===== src/rtl/quickq_pkg.sv =====
// Shared types and defaults for the QuickQ heap controller.
package quickq_pkg;

  localparam int DATA_W_DEF = 32;
  localparam int DEPTH_DEF  = 15;
  localparam int IDX_W_DEF  = 32;

  // Heap is 1-indexed: the root lives at slot 1, slot 0 is never used.
  localparam int ROOT_IDX = 1;

  typedef enum logic [1:0] {
    IDLE,
    SIFT_UP,
    SIFT_DOWN,
    DONE
  } state_t;

  // Which of node/left/right holds the smallest key.
  typedef enum logic [1:0] {
    SEL_NODE,
    SEL_LEFT,
    SEL_RIGHT
  } sel_t;

endpackage


===== src/rtl/quickq_heap_ctrl_if.sv =====
// Enqueue/dequeue handshake and queue status bundle.
interface quickq_heap_ctrl_if #(
  parameter int DATA_W = 32,
  parameter int IDX_W  = 32
);
  logic              enq_req;
  logic [DATA_W-1:0] enq_data;
  logic              deq_req;
  logic              enq_ack;
  logic              deq_ack;
  logic [DATA_W-1:0] deq_data;
  logic [DATA_W-1:0] min_data;
  logic [IDX_W-1:0]  count;
  logic              full;
  logic              empty;
  logic              busy;
  logic              done;

  modport master (
    output enq_req, enq_data, deq_req,
    input  enq_ack, deq_ack, deq_data, min_data, count, full, empty, busy, done
  );

  modport slave (
    input  enq_req, enq_data, deq_req,
    output enq_ack, deq_ack, deq_data, min_data, count, full, empty, busy, done
  );
endinterface


===== src/rtl/quickq_heap_ctrl_min3.sv =====
// Picks the smallest of a heap node and its existing children.
// Strict less-than: ties keep the node, and left wins a tie against right.
module heap_min3
  import quickq_pkg::*;
#(
  parameter int DATA_W = DATA_W_DEF
) (
  input  logic [DATA_W-1:0] i_node,
  input  logic [DATA_W-1:0] i_left,
  input  logic [DATA_W-1:0] i_right,
  input  logic              i_l_ex,
  input  logic              i_r_ex,
  output sel_t              o_sel
);
  logic [DATA_W-1:0] w_best;

  // Running minimum over node, then left, then right.
  always_comb begin
    o_sel  = SEL_NODE;
    w_best = i_node;
    if (i_l_ex && (i_left < w_best)) begin
      o_sel  = SEL_LEFT;
      w_best = i_left;
    end
    if (i_r_ex && (i_right < w_best)) begin
      o_sel  = SEL_RIGHT;
      w_best = i_right;
    end
  end
endmodule


===== src/rtl/quickq_heap_ctrl.sv =====
// QuickQ min-heap control/storage: key array, count, handshake and the
// sift FSM. The heap index lives in an external pointer counter that this
// block commands; its registered value returns on ptr_in one cycle later.
module quickq_heap_ctrl
  import quickq_pkg::*;
#(
  parameter int DATA_W = DATA_W_DEF,
  parameter int DEPTH  = DEPTH_DEF,
  parameter int IDX_W  = IDX_W_DEF
) (
  input  logic              clk,
  input  logic              rst_n,
  quickq_heap_ctrl_if.slave q,
  output logic              ptr_rst,
  output logic              ptr_ld,
  output logic              ptr_clr,
  output logic              ptr_inc,
  output logic              ptr_decr,
  output logic              ptr_two,
  output logic [IDX_W-1:0]  ptr_base,
  output logic [IDX_W-1:0]  last_index,
  input  logic [IDX_W-1:0]  ptr_in
);
  // Array address width; slot 0 exists but is never used.
  localparam int AW = $clog2(DEPTH + 1);
  localparam logic [IDX_W-1:0] ROOT = IDX_W'(ROOT_IDX);

  state_t            r_state, w_state_nxt;
  logic [IDX_W-1:0]  r_count, w_count_nxt;
  logic [DATA_W-1:0] r_mem [0:(1<<AW)-1];
  logic [DATA_W-1:0] r_deq_data;
  logic              r_enq_ack, r_deq_ack, r_done, r_ptr_rst;

  logic              w_enq_acc, w_deq_acc;
  logic              w_wa_en, w_wb_en;
  logic [AW-1:0]     w_wa_addr, w_wb_addr;
  logic [DATA_W-1:0] w_wa_data, w_wb_data;

  logic [IDX_W-1:0]  w_i, w_p, w_l, w_r, w_cnt_inc;
  logic [DATA_W-1:0] w_key_i, w_key_p, w_key_l, w_key_r, w_key_last;
  logic              w_l_ex, w_r_ex, w_full, w_empty;
  sel_t              w_sel;

  assign w_i       = ptr_in;
  assign w_p       = w_i >> 1;
  assign w_l       = w_i << 1;
  assign w_r       = w_l + IDX_W'(1);
  assign w_cnt_inc = r_count + IDX_W'(1);
  // Children beyond count may alias other slots after truncation; the
  // existence flags keep them out of the comparison.
  assign w_l_ex     = (w_l <= r_count);
  assign w_r_ex     = (w_r <= r_count);
  assign w_key_i    = r_mem[w_i[AW-1:0]];
  assign w_key_p    = r_mem[w_p[AW-1:0]];
  assign w_key_l    = r_mem[w_l[AW-1:0]];
  assign w_key_r    = r_mem[w_r[AW-1:0]];
  assign w_key_last = r_mem[r_count[AW-1:0]];
  assign w_full     = (r_count == IDX_W'(DEPTH));
  assign w_empty    = (r_count == '0);

  heap_min3 #(.DATA_W(DATA_W)) u_min3 (
    .i_node (w_key_i),
    .i_left (w_key_l),
    .i_right(w_key_r),
    .i_l_ex (w_l_ex),
    .i_r_ex (w_r_ex),
    .o_sel  (w_sel)
  );

  // Next-state, array write ports and pointer commands.
  always_comb begin
    w_state_nxt = r_state;
    w_count_nxt = r_count;
    w_enq_acc   = 1'b0;
    w_deq_acc   = 1'b0;
    w_wa_en     = 1'b0;
    w_wa_addr   = '0;
    w_wa_data   = '0;
    w_wb_en     = 1'b0;
    w_wb_addr   = '0;
    w_wb_data   = '0;
    ptr_ld      = 1'b0;
    ptr_clr     = 1'b0;
    ptr_inc     = 1'b0;
    ptr_base    = '0;
    unique case (r_state)
      IDLE: begin
        // Nothing is accepted while the pointer counter is still clearing.
        if (!r_ptr_rst) begin
          if (q.deq_req && !w_empty) begin
            w_deq_acc   = 1'b1;
            w_wa_en     = 1'b1;
            w_wa_addr   = ROOT[AW-1:0];
            w_wa_data   = w_key_last;
            w_count_nxt = r_count - IDX_W'(1);
            if (r_count == ROOT) begin
              ptr_clr     = 1'b1;
              w_state_nxt = DONE;
            end else begin
              ptr_ld      = 1'b1;
              w_state_nxt = SIFT_DOWN;
            end
          end else if (q.enq_req && !w_full) begin
            w_enq_acc   = 1'b1;
            w_wa_en     = 1'b1;
            w_wa_addr   = w_cnt_inc[AW-1:0];
            w_wa_data   = q.enq_data;
            w_count_nxt = w_cnt_inc;
            ptr_base    = r_count;
            ptr_inc     = 1'b1;
            w_state_nxt = SIFT_UP;
          end
        end
      end
      SIFT_UP: begin
        if ((w_i == ROOT) || (w_key_p <= w_key_i)) begin
          ptr_clr     = 1'b1;
          w_state_nxt = DONE;
        end else begin
          w_wa_en   = 1'b1;
          w_wa_addr = w_i[AW-1:0];
          w_wa_data = w_key_p;
          w_wb_en   = 1'b1;
          w_wb_addr = w_p[AW-1:0];
          w_wb_data = w_key_i;
          ptr_base  = w_p;
        end
      end
      SIFT_DOWN: begin
        if ((w_sel == SEL_NODE) || !w_l_ex) begin
          ptr_clr     = 1'b1;
          w_state_nxt = DONE;
        end else begin
          w_wa_en   = 1'b1;
          w_wa_addr = w_i[AW-1:0];
          w_wb_en   = 1'b1;
          w_wb_data = w_key_i;
          ptr_base  = w_l;
          if (w_sel == SEL_LEFT) begin
            w_wa_data = w_key_l;
            w_wb_addr = w_l[AW-1:0];
          end else begin
            w_wa_data = w_key_r;
            w_wb_addr = w_r[AW-1:0];
            ptr_inc   = 1'b1;
          end
        end
      end
      DONE: begin
        w_state_nxt = IDLE;
      end
      default: begin
        w_state_nxt = IDLE;
      end
    endcase
  end

  // Key array: two write ports cover a swap in a single cycle.
  always_ff @(posedge clk) begin
    if (w_wa_en) r_mem[w_wa_addr] <= w_wa_data;
    if (w_wb_en) r_mem[w_wb_addr] <= w_wb_data;
  end

  // Control registers, handshake pulses and pointer-counter reset request.
  always_ff @(posedge clk or negedge rst_n) begin
    if (!rst_n) begin
      r_state    <= IDLE;
      r_count    <= '0;
      r_deq_data <= '0;
      r_enq_ack  <= 1'b0;
      r_deq_ack  <= 1'b0;
      r_done     <= 1'b0;
      r_ptr_rst  <= 1'b1;
    end else begin
      r_state   <= w_state_nxt;
      r_count   <= w_count_nxt;
      r_enq_ack <= w_enq_acc;
      r_deq_ack <= w_deq_acc;
      r_done    <= (w_state_nxt == DONE);
      r_ptr_rst <= 1'b0;
      if (w_deq_acc) r_deq_data <= r_mem[ROOT_IDX];
    end
  end

  assign q.enq_ack  = r_enq_ack;
  assign q.deq_ack  = r_deq_ack;
  assign q.deq_data = r_deq_data;
  assign q.min_data = w_empty ? '0 : r_mem[ROOT_IDX];
  assign q.count    = r_count;
  assign q.full     = w_full;
  assign q.empty    = w_empty;
  assign q.busy     = (r_state != IDLE);
  assign q.done     = r_done;
  assign ptr_rst    = r_ptr_rst;
  assign ptr_decr   = 1'b0;
  assign ptr_two    = 1'b0;
  assign last_index = r_count;
endmodule


===== src/flat_wrapper.sv =====
// flat-port wrapper written by rule: the top's interface ports become plain ports
module quickq_heap_ctrl_flat import quickq_pkg::*;
#(
  parameter int DATA_W = DATA_W_DEF,
  parameter int DEPTH  = DEPTH_DEF,
  parameter int IDX_W  = IDX_W_DEF
)
  (clk, rst_n, ptr_rst, ptr_ld, ptr_clr, ptr_inc, ptr_decr, ptr_two, ptr_base, last_index, ptr_in, q_enq_req, q_enq_data, q_deq_req, q_enq_ack, q_deq_ack, q_deq_data, q_min_data, q_count, q_full, q_empty, q_busy, q_done);
  quickq_heap_ctrl_if #(.DATA_W(DATA_W), .IDX_W(IDX_W)) q_i ();
  input  logic clk;
  input  logic rst_n;
  output logic ptr_rst;
  output logic ptr_ld;
  output logic ptr_clr;
  output logic ptr_inc;
  output logic ptr_decr;
  output logic ptr_two;
  output logic [IDX_W-1:0] ptr_base;
  output logic [IDX_W-1:0] last_index;
  input  logic [IDX_W-1:0] ptr_in;
  input wire logic [$bits(q_i.enq_req)-1:0] q_enq_req;
  input wire logic [$bits(q_i.enq_data)-1:0] q_enq_data;
  input wire logic [$bits(q_i.deq_req)-1:0] q_deq_req;
  output wire logic [$bits(q_i.enq_ack)-1:0] q_enq_ack;
  output wire logic [$bits(q_i.deq_ack)-1:0] q_deq_ack;
  output wire logic [$bits(q_i.deq_data)-1:0] q_deq_data;
  output wire logic [$bits(q_i.min_data)-1:0] q_min_data;
  output wire logic [$bits(q_i.count)-1:0] q_count;
  output wire logic [$bits(q_i.full)-1:0] q_full;
  output wire logic [$bits(q_i.empty)-1:0] q_empty;
  output wire logic [$bits(q_i.busy)-1:0] q_busy;
  output wire logic [$bits(q_i.done)-1:0] q_done;
  assign q_i.enq_req = q_enq_req;
  assign q_i.enq_data = q_enq_data;
  assign q_i.deq_req = q_deq_req;
  assign q_enq_ack = q_i.enq_ack;
  assign q_deq_ack = q_i.deq_ack;
  assign q_deq_data = q_i.deq_data;
  assign q_min_data = q_i.min_data;
  assign q_count = q_i.count;
  assign q_full = q_i.full;
  assign q_empty = q_i.empty;
  assign q_busy = q_i.busy;
  assign q_done = q_i.done;
  quickq_heap_ctrl #(.DATA_W(DATA_W), .DEPTH(DEPTH), .IDX_W(IDX_W)) u_core (.clk(clk), .rst_n(rst_n), .q(q_i), .ptr_rst(ptr_rst), .ptr_ld(ptr_ld), .ptr_clr(ptr_clr), .ptr_inc(ptr_inc), .ptr_decr(ptr_decr), .ptr_two(ptr_two), .ptr_base(ptr_base), .last_index(last_index), .ptr_in(ptr_in));
endmodule

===== config.mk =====
export PLATFORM = sky130hd
export DESIGN_NAME = quickq_heap_ctrl_flat
export DESIGN_NICKNAME = d
export VERILOG_FILES = /design/src/rtl/quickq_pkg.sv /design/src/rtl/quickq_heap_ctrl_if.sv /design/src/rtl/quickq_heap_ctrl_min3.sv /design/src/rtl/quickq_heap_ctrl.sv /design/src/flat_wrapper.sv
export SDC_FILE = /design/constraint.sdc
export NUM_CORES = 2
export LEC_CHECK = 0
export BUFFER_PORTS_ARGS = -buffer_cell sky130_fd_sc_hd__buf_2
export CAP_MARGIN = 15
export CORE_ASPECT_RATIO = 1.2
export CORE_MARGIN = 2
export CORE_UTILIZATION = 55
export CTS_CLUSTER_DIAMETER = 100
export DETAILED_ROUTE_END_ITERATION = 10
export PLACE_DENSITY = 0.83
export RECOVER_POWER = 25
export SETUP_SLACK_MARGIN = 0.1
export SYNTH_ARGS = -nofsm -noshare
export SYNTH_HDL_FRONTEND = slang
export SYNTH_SLANG_ARGS = --single-unit

===== constraint.sdc =====
create_clock -name clk -period 12.3 [get_ports clk]
set_input_delay 0 -clock clk [delete_from_list [all_inputs] [get_ports clk]]
set_output_delay 0 -clock clk [all_outputs]
set_load 0.05 [all_outputs]

After elaboration in Yosys (flattened, before gate mapping) --
Memories as Yosys holds them, arrays and structs flattened. Index checks and enable logic that the tools add are counted.
Storage, ports and cells: bits in registers 70, latch bits 0, bits in writable memories 512, memory bits (read-only) 0, bits of input ports 68, output and inout bits 172, logic and storage cells 109, memories 1
Memories:
- u_core.r_mem | depth 16, width 32, rd ports 6, clocked after Yosys merged registers in 0, write ports 2, RTL line quickq_heap_ctrl.sv:30 | logic [DATA_W-1:0] r_mem [0:(1<<AW)-1];
Cells by class: $add $sub $neg 3, $mul 0, divide/modulo/power cells 0, magnitude comparators 5, equality and inequality tests 8, shift operators 0, multiplexer cells 69, bitwise gates (word level) 1, reductions and logical operators 15
Operators with widths (count):
- $mux W32 | 16
- $pmux W32 S3 | 2
- $le A32 B32 Y1 | 3
- $add A32 B1 Y32 const B | 2
- $eq A32 B1 Y1 const B | 2
- $lt A32 B32 Y1 | 2
- $pmux W32 S2 | 1
- $eq A32 B4 Y1 const B | 1
- $logic_not A32 Y1 | 1
- $mux W4 | 8
- $sub A32 B1 Y32 const B | 1
- $mux W31 | 1
- $mux W1 | 28
- $mux W2 | 6
- $pmux W4 S3 | 1
- $pmux W2 S4 | 1
- $pmux W4 S2 | 1
- $eq A2 B2 Y1 const B | 3
- $pmux W1 S3 | 2
- $eq A2 B1 Y1 const B | 2
- $logic_and A1 B1 Y1 | 4
- $logic_not A2 Y1 | 2
- $pmux W1 S2 | 2
- $reduce_bool A2 Y1 | 2
- 4 further kinds | 7

Depth between registers and ports, before layout --
An unclocked memory read counts as a cell.
depth in word-level cells 13, gate-level depth with buffers 35, depth with buffers taken out 25

By module --
From an unflattened synthesis, not the netlist that was laid out.
Second synthesis, totals: cell total of the unflattened synthesis 3595, area, all modules 46626.0 um^2
By module, submodules not included:
- quickq_heap_ctrl | times used 1, cells an instance 3359, area an instance 44740.4 um^2, sequential area each 17127.7 um^2
- heap_min3 | times used 1, cells an instance 236, area an instance 1885.6 um^2, sequential area each 0.0 um^2

Worst setup path after synthesis --
No wires, ideal clock.
kind in2reg, from input ptr_in[1], to memory u_core.r_mem[6][0], enable pin, setup time 0.511 ns, arrival 10.279 ns, required time 11.789 ns, slack 1.511 ns, stages on the path 30, path buffers 6, cells stage by stage buf_2 buf_4 clkbuf_1 buf_1 buf_1 mux4_2 nor2_1 nor3_1 a21o_1 inv_1 ha_1 nand4_1 nor4_1 nand3_1 a221oi_1 nor4_1 nand2_1 clkbuf_1 mux2i_1 ha_1 a211oi_1 nor3_1 a2111oi_0 o221ai_1 a211oi_1 a22oi_1 o21ai_1 a21oi_1 or3b_2 o41ai_1
RTL lines:
- start, declared | RTL line flat_wrapper.sv:20 | input logic [IDX_W-1:0] ptr_in;
- end, declared | RTL line quickq_heap_ctrl.sv:30

==> results.md <==
- EDFF count, synth: 512
- Worst-skew pair later-pin latency: 0.69 ns
- Hold_sp: ptr_in[11]
- CORE AREA: 0.0823 sq mm
- Vias in the first global route: 35300
- Total track usage: 36.7%
- P&R area growth vs syn: 8.21%
- Worst r2r path cells: 13
- Area of the multi-input gates: 0.0270 sq mm
- #FFs+latches synth: 582
- Fmax: 0.0848 GHz
- Setup Crit Path Kind: flop to flop
- FFs w/ async S/R, synth: 12.0%
- Final HPWL DP: 95.9 mm
- Top-area cell type share of the netlist area: 33.5%
- Die Span X: 268 um
- Most frequent CP cell: clkbuf_1
- FILL cells: 6127
- Mapped Cells: 3433
- Clock Tree Buf Depth: 3
- Top cells by count, synth: mux4_2 (593), mux2i_1 (575), edfxtp_1 (512)
- Worst Hold Class: input pin to flop
- # port buffers: 237
- RSZ-0062 raised after global routing: no
- Tmin final: 11.79 ns
- Sequential share of the synthesized area: 37.4%
- Nets: 3637
- Max Slew Vio Count: 449
- Yosys Warn Count: 0
- First-pass GRT wire length: 230 mm
- CP Max Fanout: 59
- Hold EP: u_core.r_state[1]
- Clk pin slew, worst setup/hold paths: 0.07 ns
- Max-cap viol count: 10
- Final period util: 95.9%
- CTS Buf Count: 60
- Chip Height: 320 um
- Core Rows: 115
- Post-CTS sizing: 0
- CP peak stage delay: 3.49 ns
- Power per cell area: 217 mW/mm^2
- Gr ovfl total: 0
- Worst path slowest cell: clkbuf_1
- IO Pins: 240
- H-Tree Depth: 2
- Starting Density: 55.7%
- Final hold violation count: 0
- FF-to-FF Start: u_core.last_index[2]
- Violated checks: max-capacitance violations, max-slew violations
- WP data required: 12.79 ns
- Count leader, synth: mux4_2
- Initial antenna violation count: 1
- FF-to-FF setup slack: 0.51 ns
- Clock sink count: 582
- Remaining DRCs: 0
- Run status: finished, violations left
- Post-Route WL: 157 mm
- RR Endpoint: u_core.r_mem[0][3]
- Post-route core utilization: 60.3%
- TritonCTS clock tree: done
- Die Area: 0.0857 sq mm
- Synth area leader: edfxtp_1
- Max IR drop VDD: 205 uV
- Startpoint Class: flop
- Via count: 35800
- Iteration-0 DRC Markers: 5781
- Average size of a mapped cell: 13.3 sq um
- Root buf cell: clkbuf_16
- Crit path DAT: 12.29 ns
- DR pass1 iterations: 10
- Worst Setup End Kind: flop
- Slew @ Worst Pin: 5.03 ns
- Post-Route Setup TNS: 0 ns
- Setup violators final: 0
- Layout cells sized above 1: 25.2%
- Synth area leaders: edfxtp_1 (34%), mux4_2 (29%), mux2i_1 (13%), dfrtp_1 (3.8%), ha_1 (3.7%)
- Flip-flop and latch area: 0.0171 sq mm
- Crit path cell chain: clkbuf_1, nor2_1, nand2_1, or2_2, o21ai_0, nor2_1, nand2_2, clkbuf_1, clkinvlp_2, clkbuf_1, a222oi_1, o22a_1, mux2i_1
- Synthesized cell area: 0.0458 sq mm
- Ys flop type: edfxtp_1
- Antenna-violating nets left: 0
- Post-DR wirelength/cell: 34.2 um
- Hold path cells: 8
- Slew headroom: -236%
- Count of cell types in the netlist: 68
- P_leak: 0.0199 uW
- GPL Wtd Cong: 0.994
- Vias/cell: 7.79
- Setup Skew: 0.0386 ns
- Largest net degree at the start of global routing: 113
through the flow:
step	hold slack (ns)	instance area (sq um)	cells	setup slack, ns	power [uW]
floorplan	-0.296	45800	3435	1.51	7170
global placement	-0.0174	47800	4477	1.72	8480
detailed placement	-0.0147	47800	4477	1.35	8650
CTS	0.155	49800	4594	1.89	10500
global route	0.249	49600	4596	0.714	11100
finish	0.193	49600	4598	0.507	10700
metal layers:
| layer | routed length [um] | global-route usage, % | share of wire [%] |
|---|---|---|---|
| met5 | 0 | 0 | 0 |
| met4 | 14400 | 27.9 | 9.2 |
| met3 | 24000 | 11.8 | 15 |
| met2 | 70600 | 55.0 | 45 |
| met1 | 48200 | 44.1 | 31 |
sequential cells by signal, indices dropped and copies added (netlist names):
register           flops
u_core.last_index     32
u_core.ptr_rst         1
u_core.q.deq_ack       1
u_core.q.deq_data     32
u_core.q.done          1
u_core.q.enq_ack       1
u_core.r_mem         512
u_core.r_state         2
layout by cell type (no fill, tap or decap), types with 26 or more instances in the layout:
cell type,instances
buf_2,71
mux2i_1,575
nand4_1,32
dfrtp_1,68
edfxtp_1,512
a21o_1,26
nor3_1,39
nor2_1,276
xnor2_1,34
nand3_1,38
clkbuf_1,186
inv_1,82
buf_4,54
clkbuf_16,61
ha_1,133
o21ai_0,53
a222oi_1,59
a21oi_1,50
mux4_2,593
nand2_1,215
nor2b_1,36
o22a_1,32
final cells by class:
| class | instances | area share, % |
|---|---|---|
| inverter | 87 | 0.666 |
| multi-input combinational | 2383 | 54.4 |
| tap | 1111 | 2.80 |
| antenna | 2 | 0.0101 |
| clock inverter | 36 | 0.676 |
| timing repair buffer | 321 | 3.66 |
| clock buffer | 76 | 3.25 |
| sequential | 582 | 34.5 |
logic make-up after synthesis:
logic type | after synthesis | share of synthesized area [%]
fa+ha+maj | 134 | 3.66
simple gates | 724 | 7.04
xor+xnor | 34 | 0.650
other cells | 1 | 0.00818
buf+inv | 470 | 4.36
flops | 582 | 37.4
compound gates | 319 | 5.18
mux | 1169 | 41.7
worst max-delay path by stage:
stage / from / to / depth (start not counted) / slack, ns
detailed placement: ptr_in[1] / u_core.r_mem[15][19] / 26 / 1.35
finish: u_core.last_index[2] / u_core.r_mem[0][3] / 13 / 0.51
CTS: u_core.r_mem[1][26] / u_core.r_mem[15][15] / 24 / 1.89
global placement: ptr_in[1] / u_core.r_mem[15][19] / 26 / 1.72
floorplan: ptr_in[1] / u_core.r_mem[6][0] / 30 / 1.51
global route: u_core.last_index[1] / u_core.r_mem[13][25] / 21 / 0.71
power by group:
group	total, uW	internal, uW	switching [uW]
Combinational	5580	2170	3400
Clock	1890	1030	852
Sequential	3290	2860	429
Total	10700	6060	4680
worst max-delay path, delay by kind of cell (launching register included):
family,cells,cell delay (ns)
buffers and inverters,4,7.93
AO/OA/AOI/OAI,3,1.49
multiplexers,1,0.33
AND/OR/NAND/NOR,5,1.37
flip-flops,1,0.35
repair_timing:
action / 4_1_cts / 5_1_grt
endpoints found under the hold margin: 79 / 0
setup buffers: 0 / 0
hold buffers: 5 / 0
Power figures use the tool's default switching activity.
